File: src/rtl/uart_cmd_pkg.sv
// Shared command-protocol constants and FSM state type for the UART register responder.
package uart_cmd_pkg;

  localparam logic [7:0] OP_WRITE  = 8'h57;  // 'W'
  localparam logic [7:0] OP_READ   = 8'h52;  // 'R'

  localparam logic [7:0] RSP_OK    = 8'h4B;  // 'K'
  localparam logic [7:0] RSP_ERR   = 8'h45;  // 'E'
  localparam logic [7:0] RSP_BADOP = 8'h3F;  // '?'

  typedef enum logic [1:0] {
    IDLE = 2'd0,
    ADDR = 2'd1,
    DATA = 2'd2,
    RESP = 2'd3
  } state_t;

endpackage

File: src/rtl/uart_frame_timeout.sv
// Inter-byte timeout counter: counts idle cycles while a frame is open and
// flags expiry once TIMEOUT cycles have passed without a byte.
module uart_frame_timeout #(
  parameter int unsigned TIMEOUT = 100000
) (
  input  logic clk,
  input  logic rst_n,
  input  logic enable,
  input  logic clear,
  output logic expired
);

  localparam int unsigned CW = $clog2(TIMEOUT + 1);

  logic [CW-1:0] count;

  assign expired = (count == CW'(TIMEOUT));

  // Count while enabled, saturate at TIMEOUT, zero when idle or on a received byte.
  always_ff @(posedge clk) begin
    if (!rst_n) begin
      count <= '0;
    end else if (!enable || clear) begin
      count <= '0;
    end else if (!expired) begin
      count <= count + CW'(1);
    end
  end

endmodule

File: src/rtl/uart_reg_responder.sv
// UART command responder: parses 'W' addr data / 'R' addr frames, maintains an
// 8-bit register bank and returns one response byte per finished frame.
module uart_reg_responder
  import uart_cmd_pkg::*;
#(
  parameter int unsigned NREGS   = 16,
  parameter int unsigned TIMEOUT = 100000
) (
  input  logic               clk,
  input  logic               rst_n,
  input  logic [7:0]         rx_data,
  input  logic               rx_valid,
  output logic [7:0]         tx_data,
  output logic               tx_send,
  input  logic               tx_busy,
  output logic [8*NREGS-1:0] regs
);

  state_t     state, state_d;
  logic [7:0] op_q, op_d;
  logic [7:0] addr_q, addr_d;
  logic [7:0] rsp_q, rsp_d;
  logic [7:0] rd_data;
  logic       rsp_fire;
  logic       send;
  logic       wr_en;
  logic       timer_en;
  logic       expired;
  logic       rx_in_range;
  logic       addr_in_range;

  assign rx_in_range   = (32'(rx_data) < NREGS);
  assign addr_in_range = (32'(addr_q) < NREGS);
  assign timer_en      = (state == ADDR) || (state == DATA);

  uart_frame_timeout #(
    .TIMEOUT (TIMEOUT)
  ) u_timeout (
    .clk     (clk),
    .rst_n   (rst_n),
    .enable  (timer_en),
    .clear   (rx_valid),
    .expired (expired)
  );

  // Read mux: register selected by the byte currently on rx_data.
  always_comb begin
    rd_data = '0;
    for (int unsigned i = 0; i < NREGS; i++) begin
      if (8'(i) == rx_data) rd_data = regs[8*i +: 8];
    end
  end

  // Frame parser. A response produced with the transmitter free is sent on the
  // very next cycle, so RESP is only entered to wait out tx_busy.
  always_comb begin
    state_d  = state;
    op_d     = op_q;
    addr_d   = addr_q;
    rsp_d    = rsp_q;
    rsp_fire = 1'b0;
    wr_en    = 1'b0;
    case (state)
      IDLE: begin
        if (rx_valid) begin
          if (rx_data == OP_WRITE || rx_data == OP_READ) begin
            op_d    = rx_data;
            state_d = ADDR;
          end else begin
            rsp_d    = RSP_BADOP;
            rsp_fire = 1'b1;
          end
        end
      end
      ADDR: begin
        if (rx_valid) begin
          addr_d = rx_data;
          if (op_q == OP_READ) begin
            rsp_d    = rx_in_range ? rd_data : RSP_ERR;
            rsp_fire = 1'b1;
          end else begin
            state_d = DATA;
          end
        end else if (expired) begin
          state_d = IDLE;
        end
      end
      DATA: begin
        if (rx_valid) begin
          wr_en    = addr_in_range;
          rsp_d    = addr_in_range ? RSP_OK : RSP_ERR;
          rsp_fire = 1'b1;
        end else if (expired) begin
          state_d = IDLE;
        end
      end
      RESP: begin
        // Bytes arriving while a response is pending are dropped.
      end
      default: state_d = IDLE;
    endcase
    if (rsp_fire) state_d = RESP;
    send = (rsp_fire || state == RESP) && !tx_busy;
    if (send) state_d = IDLE;
  end

  // State, response and register bank updates.
  always_ff @(posedge clk) begin
    if (!rst_n) begin
      state   <= IDLE;
      op_q    <= '0;
      addr_q  <= '0;
      rsp_q   <= '0;
      tx_data <= '0;
      tx_send <= 1'b0;
      regs    <= '0;
    end else begin
      state   <= state_d;
      op_q    <= op_d;
      addr_q  <= addr_d;
      rsp_q   <= rsp_d;
      tx_send <= send;
      if (send) tx_data <= rsp_d;
      if (wr_en) begin
        for (int unsigned i = 0; i < NREGS; i++) begin
          if (8'(i) == addr_q) regs[8*i +: 8] <= rx_data;
        end
      end
    end
  end

endmodule

File: config.mk
export PLATFORM = sky130hd
export DESIGN_NAME = uart_reg_responder
export DESIGN_NICKNAME = d
export VERILOG_FILES = /design/src/rtl/uart_cmd_pkg.sv /design/src/rtl/uart_frame_timeout.sv /design/src/rtl/uart_reg_responder.sv
export SDC_FILE = /design/constraint.sdc
export NUM_CORES = 1
export LEC_CHECK = 0
export ABC_AREA = 1
export CAP_MARGIN = 25
export CORE_MARGIN = 2
export CORE_UTILIZATION = 50
export DETAILED_ROUTE_END_ITERATION = 16
export HOLD_SLACK_MARGIN = 0.08
export PLACE_DENSITY = 0.76
export SLEW_MARGIN = 5
export SYNTH_ARGS = -nofsm -noshare
export SYNTH_HDL_FRONTEND = slang
export SYNTH_HIERARCHICAL = 1
export SYNTH_SLANG_ARGS = --single-unit
File: constraint.sdc
create_clock -name clk -period 5 [get_ports clk]
set_clock_uncertainty 0.2 [all_clocks]
set_input_delay 1 -clock clk [delete_from_list [all_inputs] [get_ports clk]]
set_output_delay 1 -clock clk [all_outputs]
set_load 0.05 [all_outputs]
==> impl_metrics.yaml, run 1 <==
logic_synthesis:
  yosys.area.top_type: "dfxtp_1"
  netlist_area_mm2: 0.00846
  synthTopCellsByArea: "dfxtp_1, a21oi_1, nand2_1, o21ai_0, inv_1"
  synth_seq_cells: 180
  synth_cell_type_count: 38
  synth_nets: 1250
  synthCells: 1232
  yosysWarnings: 6
  postSynthAreaPerCell_um2: 6.87
  yosysTopAreaCellShare: 0.426
  synth_seq_area_share: 0.426
sta:
  clock.fmax_mhz: 256
  rsz0062_at_grt: "no"
  relSlewSlack: 0.398
  tns_ns: 0
  tightest_slew_ns: 0.899
  setup_viol: 0
  finalCritPeriodShare: 0.781
  period_minus_slack_ns: 3.90
  hold_viol_final: 0
  slew_viol_final: 0
power_and_ir_drop:
  vdd_ir_drop_max_mv: 0.240
  power_mw: 3.49
  p_leak_nw: 3.95
  p_per_area_mw_per_mm2: 328
finish:
  drive_above_1_share: 0.0620
  area_growth_pct: 25.8
  final_nets: 1376
  final_cell_mix: "nand2_1, inv_1, a21oi_1"
  layout_commonest_cell: "nand2_1"
floorplan:
  ioPinCount: 149
  die_y_um: 134
  rows: 47
  core_mm2: 0.0166
  die_area_mm2: 0.0180
  start_util: 0.510
  fp.dieW_um: 134
clocking:
  clk_path_buf_depth: 2
  cts_tree: "yes"
  path_clk_slew_ns: 0.06
  postCtsSetupBuffers: 0
  cts_buffers: 17
  cts_max_level: 4
  cts_sinks: 180
  cts_resized: 0
  ctsHoldBuffers: 0
  insertion_delay_ns: 0.43
  clockRootBuffer: "clkbuf_16"
critical_path:
  reg2regPathDepth: 6
  critPathKind: "in2reg"
  cp-end-kind: "flip-flop"
  reg2reg_slack_ns: 1.94
  cp_data_arrival_time_ns: 4.07
  cp_max_fo: 12
  rr_endpoint: "regs[122]$_SDFFE_PN0P_"
  critical_path.startpoint_type: "input port"
  r2r_start: "addr_q[7]$_SDFFE_PN0P_"
  critical_path_required_ns: 5.16
routing:
  initialDrtViolationCount: 851
  drcViolationCount: 0
  wl_per_cell_um: 16.1
  wl_um: 25700
  ant_nets: 0
  vias_per_cell: 5.42
  dr.pass1.iters: 5
  dr_total_vias: 8631
global_route:
  grt_pass1_wl_um: 39700
  met3_usage: 0.0431
  met2_usage: 0.431
  grt-ovfl-total: 0
  grt_util_all_layers: 0.280
  busiest_layer: "met2"
  antenna_found_initial: 0
  grt_max_degree: 141
  met1_usage: 0.394
  grt_pass1_vias: 7663
placement:
  dpl.hpwl_um: 18100
  port_buffers: 148
  finalWeightedCongestion: 0.931
run_status:
  outcome: "completed"
hold_path:
  whs_path_depth: 2
  min_path_type: "reg2reg"
  hp-start: "op_q[2]$_SDFFE_PN0P_"
  hold-path-endpoint: "op_q[2]$_SDFFE_PN0P_"
flow_run:
  drv_cap: 0
[layout make-up]
type	count	area [um^2]
Multi-Input combinational cell	793	3840
Antenna cell	1	2.50
Inverter	208	782
Clock buffer	23	458
Tap cell	220	275
Clock inverter	8	104
Fill cell	1507	5940
Timing Repair Buffer	158	1570
Sequential cell	180	3600
[per-stage QoR]
| step | hold slack [ns] | instance area (um^2) | util | instances | setup WS [ns] |
|---|---|---|---|---|---|
| final | 0.253 | 10600 | 0.642 | 1591 | 1.10 |
| after CTS | 0.251 | 10600 | 0.640 | 1589 | 1.21 |
| after global placement | 0.239 | 10000 | 0.606 | 1558 | 0.925 |
| after floorplan | 0.226 | 8460 | - | 1232 | 2.26 |
| after detailed placement | 0.241 | 10000 | 0.606 | 1558 | 0.791 |
| after global routing | 0.273 | 10600 | 0.641 | 1590 | 0.985 |
[metal layers]
layer	vias to the layer above	wire length, um	part of all wire
met5	-	0	0
met4	0	750	0.029
met3	58	2150	0.083
met2	417	11400	0.45
met1	3923	11300	0.44
li1	4233	-	-
[critical path, stage by stage]
cell and delay, ns:
clkdlybuf4s50_1 0.90, nand2_1 0.32, nor2_1 0.16, inv_1 0.06, nor2_1 0.58, nand2_1 0.13
nand2_1 0.09, inv_1 0.04, nand3_1 0.11, nand2_1 0.06, nand4_1 0.08, nor2_1 0.07
nand3_1 0.07, nand2_1 0.07, nand2_1 0.06, nand2_1 0.05, nand2_1 0.08, nand2_1 0.05
nor2_1 0.07
[power by group]
group / switching [mW] / leakage (nW) / internal (mW)
Combinational: 0.419 / 2.24 / 0.184
Sequential: 0.0587 / 1.45 / 1.51
Clock: 0.563 / 0.259 / 0.747
Total: 1.04 / 3.95 / 2.44
[worst max-delay path by stage]
stage                     startpoint                 endpoint  slack (ns)
after floorplan           rx_data[2]  tx_data[3]$_SDFFE_PN0P_        2.26
after global placement    rx_data[1]      rsp_q[3]$_SDFF_PN0_        0.93
after detailed placement  rx_data[1]      rsp_q[4]$_SDFF_PN0_        0.79
after CTS                 rx_data[1]      rsp_q[4]$_SDFF_PN0_        1.21
after global routing      rx_data[1]  tx_data[5]$_SDFFE_PN0P_        0.99
final                     rx_data[1]      rsp_q[4]$_SDFF_PN0_        1.10
[cells by family after synthesis]
logic type / Yosys count / synth area share
fa+ha+maj: 6 / 0.00888
buf+inv: 259 / 0.120
xor+xnor: 2 / 0.00207
compound gates: 355 / 0.215
flops: 180 / 0.426
simple gates: 430 / 0.228
[cell usage after synthesis]
library cell / instances
o21bai_2: 2
a31oi_1: 1
nand2_4: 2
ha_1: 6
a21oi_1: 187
nor2_1: 77
or2_1: 1
nand2_2: 4
inv_2: 9
nor2_4: 9
nor3_1: 8
clkbuf_1: 40
dfxtp_1: 180
a41oi_1: 1
inv_1: 198
nand3_1: 46
clkinv_2: 1
nor4_1: 3
o21ai_1: 2
nand3_2: 2
nor2_8: 1
nand2_1: 231
or2_2: 4
o211ai_1: 5
buf_2: 5
a311oi_1: 1
buf_1: 1
buf_6: 2
nor2_2: 13
or2_0: 1
a2111oi_0: 1
o21ai_0: 153
buf_4: 2
xor2_1: 2
nand4_1: 28
a21oi_2: 1
a221oi_1: 1
clkbuf_8: 1
[flip-flops by register name, summed over array words and instances, names as in the netlist]
name,cells
tx_data,8
tx_send,1
op_q,8
rsp_q,8
regs,128
state,2
addr_q,8
u_timeout/count,17
No activity file was read; power rests on OpenSTA's default activity.
==> run 2, diff against run 1 <==
==> constraint.sdc (replaced) <==
create_clock -name clk -period 4 [get_ports clk]
set_clock_uncertainty 0.2 [all_clocks]
set_input_delay 0.8 -clock clk [delete_from_list [all_inputs] [get_ports clk]]
set_output_delay 0.8 -clock clk [all_outputs]
set_load 0.05 [all_outputs]
==> run 2 against run 1 <==
  * Total power grew 30%
  * Count of clock-buffer cells in the layout fell by 5
  * Non-clock buffer count is 15 higher
  * Register-to-register slack lost 0.49 ns
  * Combinational power up 26%
  * Largest cell class unchanged
==> impl_metrics.yaml, run 2 (synthesis gave the netlist of run 1 again) <==
run_status:
  outcome: "completed"
sta:
  relSlewSlack: 0.608
  period_minus_slack_ns: 3.28
  rsz0062_at_grt: "no"
  worst_slack_ns: 0.717
  tightest_slew_ns: 0.587
  slew_viol_final: 0
  clock.fmax_mhz: 305
  tns_ns: 0
  finalCritPeriodShare: 0.821
  hold_viol_final: 0
  setup_viol: 0
clocking:
  clk_path_buf_depth: 2
  cts_resized: 0
  postCtsSetupBuffers: 0
  path_clk_slew_ns: 0.07
  cts_sinks: 180
  cts_tree: "yes"
  clockRootBuffer: "clkbuf_16"
  cts_buffers: 17
  insertion_delay_ns: 0.43
  cts_max_level: 4
  ctsHoldBuffers: 0
power_and_ir_drop:
  vdd_ir_drop_max_mv: 0.319
  p_sw_mw: 1.33
  p_leak_nw: 4.07
  combinationalPowerShare: 0.169
  p_clk_frac: 0.397
  pwr-share-seq: 0.435
  switching_share: 0.294
  p_int_mw: 3.19
  p_per_area_mw_per_mm2: 418
  power_mw: 4.52
finish:
  layoutNonFillerInstCount: 1605
  largestRegisters: "regs x128, u_timeout/count x17"
  top_register: "regs"
  drive_above_1_share: 0.0751
  area_growth_pct: 27.8
  layout_commonest_cell: "nand2_1"
  largest_register_ffs: 128
  final_nets: 1391
  final_area_mm2: 0.0108
  final_cell_mix: "nand2_1, inv_1, a21oi_1"
critical_path:
  critical_path_required_ns: 4.13
  reg2reg_slack_ns: 1.45
  critical_path.startpoint_type: "input port"
  critPathKind: "in2reg"
  cp-end-kind: "flip-flop"
  cp_data_arrival_time_ns: 3.41
  cp_max_fo: 11
placement:
  dpl.hpwl_um: 18500
  placed_cell_area_mm2: 0.0102
  dpl.cell_count: 1573
  dpl_worst_slack_ns: 0.384
  port_buffers: 148
  finalWeightedCongestion: 0.982
routing:
  initialDrtViolationCount: 850
  drcViolationCount: 0
  wl_per_cell_um: 16.3
  ant_nets: 0
  dr_total_vias: 8658
  wl_um: 26200
  dr.pass1.iters: 5
  vias_per_cell: 5.39
flow_run:
  drv_cap: 0
global_route:
  met2_usage: 0.438
  grt-ovfl-total: 0
  met3_usage: 0.0559
  grt_max_degree: 141
  antenna_found_initial: 1
  grt_pass1_wl_um: 40300
  busiest_layer: "met2"
  grt_pass1_vias: 7690
  met1_usage: 0.404
  grt_util_all_layers: 0.285
floorplan:
  start_util: 0.510
  fp.dieW_um: 134
  core_mm2: 0.0166
  rows: 47
  die_y_um: 134
  die_area_mm2: 0.0180
  ioPinCount: 149
hold_path:
  min_path_type: "reg2reg"
==> run 2: cell types whose count changed in the layout (fill, tap and decap cells not counted), sizes merged <==
cell	delta
buf	+15
clkbuf	-5
clkinvlp	-4
clkinv	+3
inv	+3
bufinv	+2
==> run 2: per-layer routing <==
| metal | vias to the layer above | part of all wire |
|---|---|---|
| met2 | 379 | 0.45 |
| met4 | 0 | 0.023 |
| li1 | 4256 | - |
| met3 | 51 | 0.081 |
| met1 | 3972 | 0.45 |
| met5 | - | 0 |
==> run 2: final cells by class <==
cell class | count | area [um^2]
inverter | 208 | 782
sequential | 180 | 3600
timing repair buffer | 173 | 1680
antenna | 1 | 2.50
clock inverter | 12 | 178
fill | 1517 | 5780
tap | 220 | 275
multi-input combinational | 793 | 3840
clock buffer | 18 | 439
==> run 2: final timing paths <==
path,start,end,cells past startpoint
setup / recovery,rx_data[0],tx_data[3]$_SDFFE_PN0P_,18
setup reg to reg,addr_q[4]$_SDFFE_PN0P_,regs[78]$_SDFFE_PN0P_,9
hold reg to reg,tx_data[2]$_SDFFE_PN0P_,tx_data[2]$_SDFFE_PN0P_,2
hold / removal,tx_data[2]$_SDFFE_PN0P_,tx_data[2]$_SDFFE_PN0P_,2
==> run 2: power by group through the flow <==
stage / registers [mW] / clock network, mW / logic [mW]
2_1_floorplan: 2.13 / 0 / 0.391
3_3_place_gp: 2.00 / 0 / 0.744
3_5_place_dp: 2.00 / 0 / 0.751
4_1_cts: 1.96 / 1.80 / 0.755
5_1_grt: 1.97 / 1.88 / 0.838
6_report: 1.96 / 1.79 / 0.763
==> run 2: stage by stage <==
step	hold WS (ns)	utilization
2_1_floorplan	0.226	-
3_3_place_gp	0.233	0.613
3_5_place_dp	0.239	0.613
4_1_cts	0.248	0.650
5_1_grt	0.268	0.652
6_report	0.254	0.652
==> run 2: critical path, stage by stage <==
cell             delay [ns]
clkdlybuf4s50_1        0.68
nand2_1                0.27
inv_2                  0.26
nand2_2                0.09
inv_2                  0.14
a21oi_1                0.06
nand2_1                0.09
nand3_1                0.11
nand2_1                0.10
nand4_1                0.10
nor2_1                 0.17
nand4_1                0.15
nand2_1                0.10
nand2_1                0.05
nand2_1                0.05
nand2_1                0.06
nand3_1                0.08
nand2_1                0.06
